**config.mk**
```make
export PLATFORM = sky130hd
export DESIGN_NAME = seven_seg_display_flat
export DESIGN_NICKNAME = d
export VERILOG_FILES = /design/src/rtl/seven_seg_display_if.sv /design/src/rtl/seven_seg_display.sv /design/src/flat_wrapper.sv
export SDC_FILE = /design/constraint.sdc
export NUM_CORES = 1
export LEC_CHECK = 0
export CORE_MARGIN = 2
export CORE_UTILIZATION = 40
export CTS_CLUSTER_DIAMETER = 150
export CTS_CLUSTER_SIZE = 40
export DETAILED_ROUTE_END_ITERATION = 16
export GPL_ROUTABILITY_DRIVEN = 0
export HOLD_SLACK_MARGIN = 0.06
export PLACE_DENSITY = 0.59
export SLEW_MARGIN = 10
export SYNTH_ARGS = -nofsm -noshare
export SYNTH_HDL_FRONTEND = slang
export SYNTH_SLANG_ARGS = --single-unit
```
**constraint.sdc**
```tcl
create_clock -name clk -period 2.2 [get_ports clk]
set_clock_uncertainty 0.05 [all_clocks]
set_input_delay 0.44 -clock clk [delete_from_list [all_inputs] [get_ports clk]]
set_output_delay 0.44 -clock clk [all_outputs]
set_load 0.005 [all_outputs]
```
**src/rtl/seven_seg_display_if.sv**
```systemverilog
// seven_seg_display_if
//   Bundles the display-side signals of seven_seg_display.
//   value : 4-bit unsigned value to show (driven by the result path)
//   mode  : 0 = decimal on two digits, 1 = single hex digit
//   seg   : segment drive, active-low, {g,f,e,d,c,b,a}
//   an    : digit anodes, active-low, an[0] = rightmost digit
//   master: the producer of value/mode that observes seg/an
//   slave : the display driver itself
interface seven_seg_display_if;
  logic [3:0] value;
  logic       mode;
  logic [6:0] seg;
  logic [3:0] an;

  modport master (output value, mode, input  seg, an);
  modport slave  (input  value, mode, output seg, an);
endinterface

```
**src/rtl/seven_seg_display.sv**
```systemverilog
// seven_seg_display
//   Multiplexed 4-digit common-anode seven-segment driver. A free-running
//   prescaler advances a 2-bit digit index once every REFRESH_DIV clocks;
//   each clock the output register loads the anode select and glyph of the
//   currently scanned digit (or all-off if that digit is blank).
//   Ports:
//     clk   : system clock, rising edge
//     rst_n : asynchronous active-low reset
//     dif   : slave modport carrying value/mode in and seg/an out
//   Parameters:
//     REFRESH_DIV : clocks per digit slot (>= 2)
//     CNT_W       : prescaler width, 2**CNT_W >= REFRESH_DIV

// Hex glyph decoder, active-low gfedcba.
module seven_seg_glyph (
  input  logic [3:0] code,
  output logic [6:0] glyph
);
  always_comb begin
    glyph = 7'h7F;
    unique case (code)
      4'h0: glyph = 7'h40;
      4'h1: glyph = 7'h79;
      4'h2: glyph = 7'h24;
      4'h3: glyph = 7'h30;
      4'h4: glyph = 7'h19;
      4'h5: glyph = 7'h12;
      4'h6: glyph = 7'h02;
      4'h7: glyph = 7'h78;
      4'h8: glyph = 7'h00;
      4'h9: glyph = 7'h10;
      4'hA: glyph = 7'h08;
      4'hB: glyph = 7'h03;
      4'hC: glyph = 7'h46;
      4'hD: glyph = 7'h21;
      4'hE: glyph = 7'h06;
      4'hF: glyph = 7'h0E;
      default: glyph = 7'h7F;
    endcase
  end
endmodule

// One digit position: decides whether the digit is lit and which glyph
// it carries, given the captured value/mode and the decimal split.
module seven_seg_digit #(
  parameter int unsigned IDX = 0
) (
  input  logic [3:0] vq,
  input  logic       mq,
  input  logic       tens,
  input  logic [3:0] ones,
  output logic       on,
  output logic [6:0] glyph
);
  logic [3:0] code;

  always_comb begin
    on   = 1'b0;
    code = 4'h0;
    if (IDX == 0) begin
      on   = 1'b1;
      code = mq ? vq : ones;
    end else if (IDX == 1) begin
      // Leading-zero suppression: the tens digit only ever shows '1'.
      on   = !mq && tens;
      code = 4'h1;
    end
  end

  seven_seg_glyph u_glyph (.code(code), .glyph(glyph));
endmodule

module seven_seg_display #(
  parameter int unsigned REFRESH_DIV = 16'd50000,
  parameter int unsigned CNT_W       = 16
) (
  input  logic                 clk,
  input  logic                 rst_n,
  seven_seg_display_if.slave   dif
);
  localparam int unsigned NUM_DIGITS = 4;
  localparam logic [CNT_W-1:0] CNT_MAX = CNT_W'(REFRESH_DIV - 1);

  logic [CNT_W-1:0] cnt;
  logic [1:0]       idx;
  logic [3:0]       vq;
  logic             mq;
  logic [6:0]       seg_q;
  logic [3:0]       an_q;

  // Captured inputs; everything downstream works from these copies.
  always_ff @(posedge clk or negedge rst_n) begin
    if (!rst_n) begin
      vq <= 4'h0;
      mq <= 1'b0;
    end else begin
      vq <= dif.value;
      mq <= dif.mode;
    end
  end

  // Prescaler and scan index; the index only moves on prescaler wrap.
  always_ff @(posedge clk or negedge rst_n) begin
    if (!rst_n) begin
      cnt <= '0;
      idx <= 2'd0;
    end else if (cnt == CNT_MAX) begin
      cnt <= '0;
      idx <= idx + 2'd1;
    end else begin
      cnt <= cnt + 1'b1;
    end
  end

  // Decimal split without a divider: value is at most 15.
  logic       tens;
  logic [3:0] ones;
  assign tens = (vq >= 4'd10);
  assign ones = tens ? (vq - 4'd10) : vq;

  logic [NUM_DIGITS-1:0]      dig_on;
  logic [NUM_DIGITS-1:0][6:0] dig_glyph;

  for (genvar d = 0; d < NUM_DIGITS; d++) begin : g_dig
    seven_seg_digit #(.IDX(d)) u_dig (
      .vq    (vq),
      .mq    (mq),
      .tens  (tens),
      .ones  (ones),
      .on    (dig_on[d]),
      .glyph (dig_glyph[d])
    );
  end

  // Output register: one-hot-low anode for a lit digit, all-off otherwise,
  // so at most one anode is ever active.
  always_ff @(posedge clk or negedge rst_n) begin
    if (!rst_n) begin
      seg_q <= 7'h7F;
      an_q  <= 4'hF;
    end else if (dig_on[idx]) begin
      seg_q <= dig_glyph[idx];
      an_q  <= ~(4'b0001 << idx);
    end else begin
      seg_q <= 7'h7F;
      an_q  <= 4'hF;
    end
  end

  assign dif.seg = seg_q;
  assign dif.an  = an_q;
endmodule

```
**src/flat_wrapper.sv**
```systemverilog
// flat-port wrapper written by rule: the top's interface ports become plain ports
module seven_seg_display_flat 
#(
  parameter int unsigned REFRESH_DIV = 16'd50000,
  parameter int unsigned CNT_W       = 16
)
  (clk, rst_n, dif_value, dif_mode, dif_seg, dif_an);
  seven_seg_display_if dif_i ();
  input  logic clk;
  input  logic rst_n;
  input wire logic [$bits(dif_i.value)-1:0] dif_value;
  input wire logic [$bits(dif_i.mode)-1:0] dif_mode;
  output wire logic [$bits(dif_i.seg)-1:0] dif_seg;
  output wire logic [$bits(dif_i.an)-1:0] dif_an;
  assign dif_i.value = dif_value;
  assign dif_i.mode = dif_mode;
  assign dif_seg = dif_i.seg;
  assign dif_an = dif_i.an;
  seven_seg_display #(.REFRESH_DIV(REFRESH_DIV), .CNT_W(CNT_W)) u_core (.clk(clk), .rst_n(rst_n), .dif(dif_i));
endmodule
```
# Word-level counts from Yosys, hierarchy flattened
# Memories as Yosys holds them, arrays and structs flattened.
# Index checks and enable logic that the tools add are counted.
[op_classes]
add_sub_neg = 3
mul = 0
div_mod_pow = 0
n_lt_le_gt_ge = 2
eq_ne = 1
shifts = 1
mux = 9
n_bitwise = 1
n_reduce_logical = 2
[op_table]
columns = ["operator", "count"]
rows = [
  ["16-bit by 1-bit adder with 16-bit output (second input constant)", 1],
  ["16-bit == test (second input constant)", 1],
  ["16-bit two-way mux", 1],
  ["7-bit binary-select mux with 2-bit select", 1],
  ["7-bit two-way mux", 2],
  ["4-bit two-way mux", 3],
  ["4-bit >= comparator (second input constant)", 1],
  ["4-bit NOT", 1],
  ["1-bit by 2-bit << shifter with 4-bit output (first input constant)", 1],
  ["4-bit subtractor (second input constant)", 1],
  ["2-bit by 3-bit less-than comparator with 1-bit output (second input constant)", 1],
  ["2-bit by 1-bit adder with 2-bit output (second input constant)", 1],
  ["1-bit binary-select mux with 2-bit select", 1],
  ["1-bit logical AND", 1],
  ["1-bit zero test", 1],
  ["1-bit two-way mux", 1],
]
[totals]
reg_bits = 34
latchBits = 0
ram_bits = 0
romBits = 448
input_bits = 7
out_inout_bits = 11
elab_cells = 29
mem_count = 4
[memory_table]
columns = ["name", "depth", "word_bits", "read_ports", "rd_clocked_by_memory_dff", "wr", "line", "text"]
rows = [
  ["(name not given)", 16, 7, 1, 0, 0, "seven_seg_display.sv:21", "unique case (code)"],
  ["(name not given)", 16, 7, 1, 0, 0, "seven_seg_display.sv:21", ""],
  ["(name not given)", 16, 7, 1, 0, 0, "seven_seg_display.sv:21", ""],
  ["(name not given)", 16, 7, 1, 0, 0, "seven_seg_display.sv:21", ""],
]

# Depth between registers and ports, before layout
# An unclocked memory read counts as a cell.
[logic_depth]
ltp_word = 7
ltp_mapped = 8
depth_no_buf = 8

# Hierarchy
# A second synthesis with hierarchy kept.
[unflattened]
cells_unflattened = 273
hier_area_um2 = 2839.0
[modules_own_cells]
columns = ["module", "instances", "cells_per_inst", "area_each_um2", "seq_area_each_um2"]
rows = [
  ["seven_seg_display", 1, 132, 1637.8, 864.6],
  ["seven_seg_glyph", 4, 32, 275.3, 0.0],
  ["seven_seg_digit at u_core.g_dig[0].u_dig", 1, 6, 56.3, 0.0],
  ["seven_seg_digit at u_core.g_dig[2].u_dig ...", 2, 2, 11.3, 0.0],
  ["seven_seg_digit at u_core.g_dig[1].u_dig", 1, 3, 21.3, 0.0],
]

# Worst setup path after synthesis
# Ideal clock, no wire load.
[synth_timing]
path_type = "flip-flop to flip-flop"
from = "reg u_core.mq"
to = "reg u_core.seg_q[2], in the netlist u_core.dif.seg[2]"
setup_time_ps = 79
t_arrival_ps = 1578
required_time_ps = 2071
path_slack_ps = 493
path_stages_with_launch = 8
path_buffers = 0
synth_period_minus_slack_ps = 1707
path_cell_list = "dfrtp_1 > nand2b_1 > o21ai_1 > inv_1 > ha_1 > nor3_1 > a31oi_1 > o21ai_0"
[synth_between]
elab_chain_len = 5
word_cells_on_any_way = 9
classes_between = "mux (6); reduce/logical (2); memory (1)"
[synth_lines]
columns = ["item", "line", "text"]
rows = [
  ["start: declaration", "seven_seg_display.sv:87", "logic mq;"],
  ["start signal: assignment", "seven_seg_display.sv:98", "mq <= dif.mode;"],
  ["4-bit two-way mux or 1-bit zero test (tied branches)", "seven_seg_display.sv:62, seven_seg_display.sv:65", ""],
  ["memory 16 x 7 bit or 1-bit logical AND (tied branches)", "-", ""],
  ["7-bit binary-select mux with 2-bit select or 1-bit binary-select mux with 2-bit select (tied branches)", "seven_seg_display.sv:142, seven_seg_display.sv:141", ""],
  ["7-bit two-way mux (implied by the code) or 1-bit two-way mux (tied branches)", "seven_seg_display.sv:142, seven_seg_display.sv:141", ""],
  ["7-bit two-way mux *", "seven_seg_display.sv:141", "end else if (dig_on[idx]) begin"],
  ["end signal: assignment", "seven_seg_display.sv:142", "seg_q <= dig_glyph[idx];"],
  ["end: declaration", "seven_seg_display.sv:88", "logic [6:0] seg_q;"],
]
# Mark *: on every way between the ends. The rest lies on a longest branch, timed or not. The select of a mux whose other input is x is not followed.
# A chain may end at the register's enable or synchronous reset.

# Worst setup path in the final report
# Ends and elaborated chain as after synthesis.

==> summary.md <==
| Metric | Value |
|---|---|
| Status | finished clean |
| Top Ports | 18 |
| Cts hold-fix bufs | 0 |
| Element type at the critical path end | flip-flop |
| PD cells | 628 nW/um^2 |
| Sequential share of the synthesized area | 0.518 |
| Via count | 1184 |
| Mapped Avg Cell Area | 10.8 um^2 |
| Crit Path Category | reg2reg |
| CP max stage delay | 0.41 ns |
| Drt first pass iters | 4 |
| Ys Warns | 0 |
| Total grt overflow | 0 |
| Drt drc | 0 |
| Vias per cell | 5.13 |
| Floorplan row count | 23 |
| Clock insertion delay at the later pin of the skew report | 0.28 ns |
| Pin count of the biggest net entering global routing | 35 |
| Count of input and output buffers | 17 |
| Final Hold Fails | 0 |
| Area delta synth->final | 20.0% |
| Post-layout min period | 1.93 ns |
| Clock Path Buffers | 2 |
| Core area | 4000 um^2 |
| Fmax | 519 MHz |
| Die area | 4710 um^2 |
| Initial antenna violation count | 0 |
| Top delay family on crit path | compound AO/OA/AOI/OAI gates |
| Crit path max-delay cell type | dfrtp_1 |
| Detailed placement HPWL | 2.10 mm |
| Path type of the worst min-delay path | reg2reg |
| Clock network fraction of total power | 0.365 |
| Post-Route WL | 2.85 mm |
| Final setup fails | 0 |
| Die height | 68.6 um |
| R2r endpoint | u_core.dif.seg[2]$_DFF_PN1_ |
| Combinational power share | 0.105 |
| Tot GR Track Use | 0.142 |
| Worst Hold Endpoint | u_core.cnt[0]$_DFF_PN0_ |
| Sequential fraction of design power | 0.530 |
| Reg2Reg Setup Slack | 0.27 ns |
| Synth cell types | 36 |
| Diodes inserted | 0 |
| Buf/Inv on CP | 1 |
| Post-DP Area | 1910 um^2 |
| Critical-path cell list | nand2b_1 -> o21ai_1 -> inv_1 -> ha_1 -> nor3_1 -> a31oi_1 -> o21ai_0 |
| Clk Tree Root Cell | clkbuf_8 |
| Mapped cell area | 1670 um^2 |
| Layout fillers | 367 |
| Initial Utilization | 0.418 |
| EDFF count, synth | 0 |
| CP Launch Type | flip-flop |
| Ys flop type | dfrtp_1 |
| Final net count | 199 |
| Register Area | 865 um^2 |
| Post-layout util | 0.501 |
| Total negative slack | 0 ns |
| Hold Path Origin | u_core.cnt[0]$_DFF_PN0_ |
| CTS tree | yes |
| Slew HR | 0.720 |
| DR WL/cell | 12.3 um |
| ANT nets after route | 0 |
| Int Pwr | 978 uW |
| First-pass GRT wire length | 4.84 mm |
| Number of buffers created by CTS | 5 |
| Max-slew violations | 0 |
| WP data required | 2.35 ns |
| Ratio of cells with drive above 1 in the final layout | 0.144 |
| Reg2Reg Depth | 7 |
| Initial DRC Count | 33 |
| # Post-CTS Setup Buffers | 0 |
| Net Sw Frac | 0.223 |
| Ys async rst share | 1.00 |
| Clock Sinks | 34 |
| Share of the clock period used by the worst path | 0.876 |
| Die width | 68.6 um |
| Crit Reg-Reg Startpoint | u_core.mq$_DFF_PN0_ |
| MaxCap Viol Count | 0 |
| Slew @ Worst Pin | 0.420 ns |
| Net switching power | 281 uW |
| Clock slew at reported path FFs | 0.06 ns |
| RSZ-0062 raised after global routing | no |
| WP depth | 7 |
| # H-tree levels | 2 |
| Maximum VDD drop | 0.324 mV |
| Hold path cells | 1 |
| Vias in the first global route | 1132 |
| Static Leak | 0.912 nW |
| Post-CTS Resized | 0 |
| Design area | 2000 um^2 |
| Synthesized netlist cell count | 155 |
| Synthesis-stage register bit count | 34 |
| Most area-consuming cells after synthesis | dfrtp_1 34%, dfstp_2 17%, ha_1 9.0%, nor2_1 4.0%, xor2_1 3.7% |
| Multi-input gate area in the final layout | 752 um^2 |
| Synth Net Count | 174 |
| Synth area leader | dfrtp_1 |
| Synth top area share | 0.345 |
| CP Max Fanout | 5 |
| WP data arrival | 2.08 ns |
## flip-flops by register name (all words and copies together) (netlist names)
| signal | cells |
|---|---|
| u_core.cnt | 16 |
| u_core.dif.an | 4 |
| u_core.dif.seg | 7 |
| u_core.idx | 2 |
| u_core.mq | 1 |
| u_core.vq | 4 |
## cell usage in the layout (no fill, tap or decap), types with 2 or more instances in the layout
master and count:
inv_1 9, dfstp_2 11, clkbuf_8 6, o21ai_0 4, nand2b_1 2, a21o_1 2
dfrtp_1 23, o31ai_1 2, nand2_1 11, nor2_1 18, nand3_1 5, buf_4 4
xnor2_1 5, a221o_1 3, clkdlybuf4s50_1 17, ha_1 12, a31oi_1 4, nor3_1 9
and3_1 2, xor2_1 7, nand4_1 6, o21ai_1 3
## synth_stat cells, drive strengths merged (2+ instances only)
library cell,number
nand2b,2
inv,9
ha,12
o31ai,2
nand3,5
buf,2
a21o,2
nor2,18
nand2,11
xnor2,5
dfrtp,23
nor3,9
nand4,6
a221o,3
dfstp,11
a31oi,4
and3,2
xor2,7
o21ai,7
## power groups by stage
stage	clock network [mW]	logic (mW)	registers (mW)
after CTS	0.477	0.132	0.668
after floorplan	0	0.0600	0.680
final	0.460	0.132	0.667
after detailed placement	0	0.132	0.679
after global routing	0.507	0.148	0.670
after global placement	0	0.131	0.677
## logic make-up after synthesis
| group | share of synthesized area |
|---|---|
| compound gates | 0.103 |
| xor+xnor | 0.0629 |
| fa+ha+maj | 0.0899 |
| buf+inv | 0.0322 |
| flops | 0.518 |
| mux | 0.00599 |
| simple gates | 0.189 |
## worst register-to-register path: stages, from the launching register on
cell and delay (ns):
dfrtp_1 0.41, nand2b_1 0.23, o21ai_1 0.34, inv_1 0.16
ha_1 0.27, nor3_1 0.19, a31oi_1 0.05, o21ai_0 0.15
## how the worst max path moves through the flow
stage,start,endpoint,slack [ns]
finish,u_core.mq$_DFF_PN0_,u_core.dif.seg[2]$_DFF_PN1_,0.27
detailed placement,u_core.mq$_DFF_PN0_,u_core.dif.seg[2]$_DFF_PN1_,0.30
CTS,u_core.mq$_DFF_PN0_,u_core.dif.seg[2]$_DFF_PN1_,0.28
global route,u_core.mq$_DFF_PN0_,u_core.dif.seg[2]$_DFF_PN1_,0.09
floorplan,u_core.mq$_DFF_PN0_,u_core.dif.seg[2]$_DFF_PN1_,0.49
global placement,u_core.mq$_DFF_PN0_,u_core.dif.seg[2]$_DFF_PN1_,0.39
## routing by layer
metal	up-vias	wire length [um]	track usage
met1	562	1300	0.173
met5	-	0	0
met3	6	124	0.0552
met4	0	57	0.0625
li1	586	-	-
met2	30	1360	0.222
## stage by stage
stage          setup WS [ns]  hold slack (ns)  power, mW  cells
2_1_floorplan          0.493           0.0944      0.740    155
3_3_place_gp           0.388            0.416      0.808    223
3_5_place_dp           0.299            0.422      0.811    223
4_1_cts                0.284            0.431       1.28    231
5_1_grt               0.0854            0.455       1.33    231
6_report               0.272            0.427       1.26    231
## final cells by class
type	instances	area share
Multi-Input combinational cell	109	0.375
Tap cell	50	0.0312
Clock buffer	7	0.0431
Sequential cell	34	0.431
Timing Repair Buffer	21	0.0999
Inverter	9	0.0169
Clock inverter	1	0.00250
No activity file was read; power rests on OpenSTA's default activity.
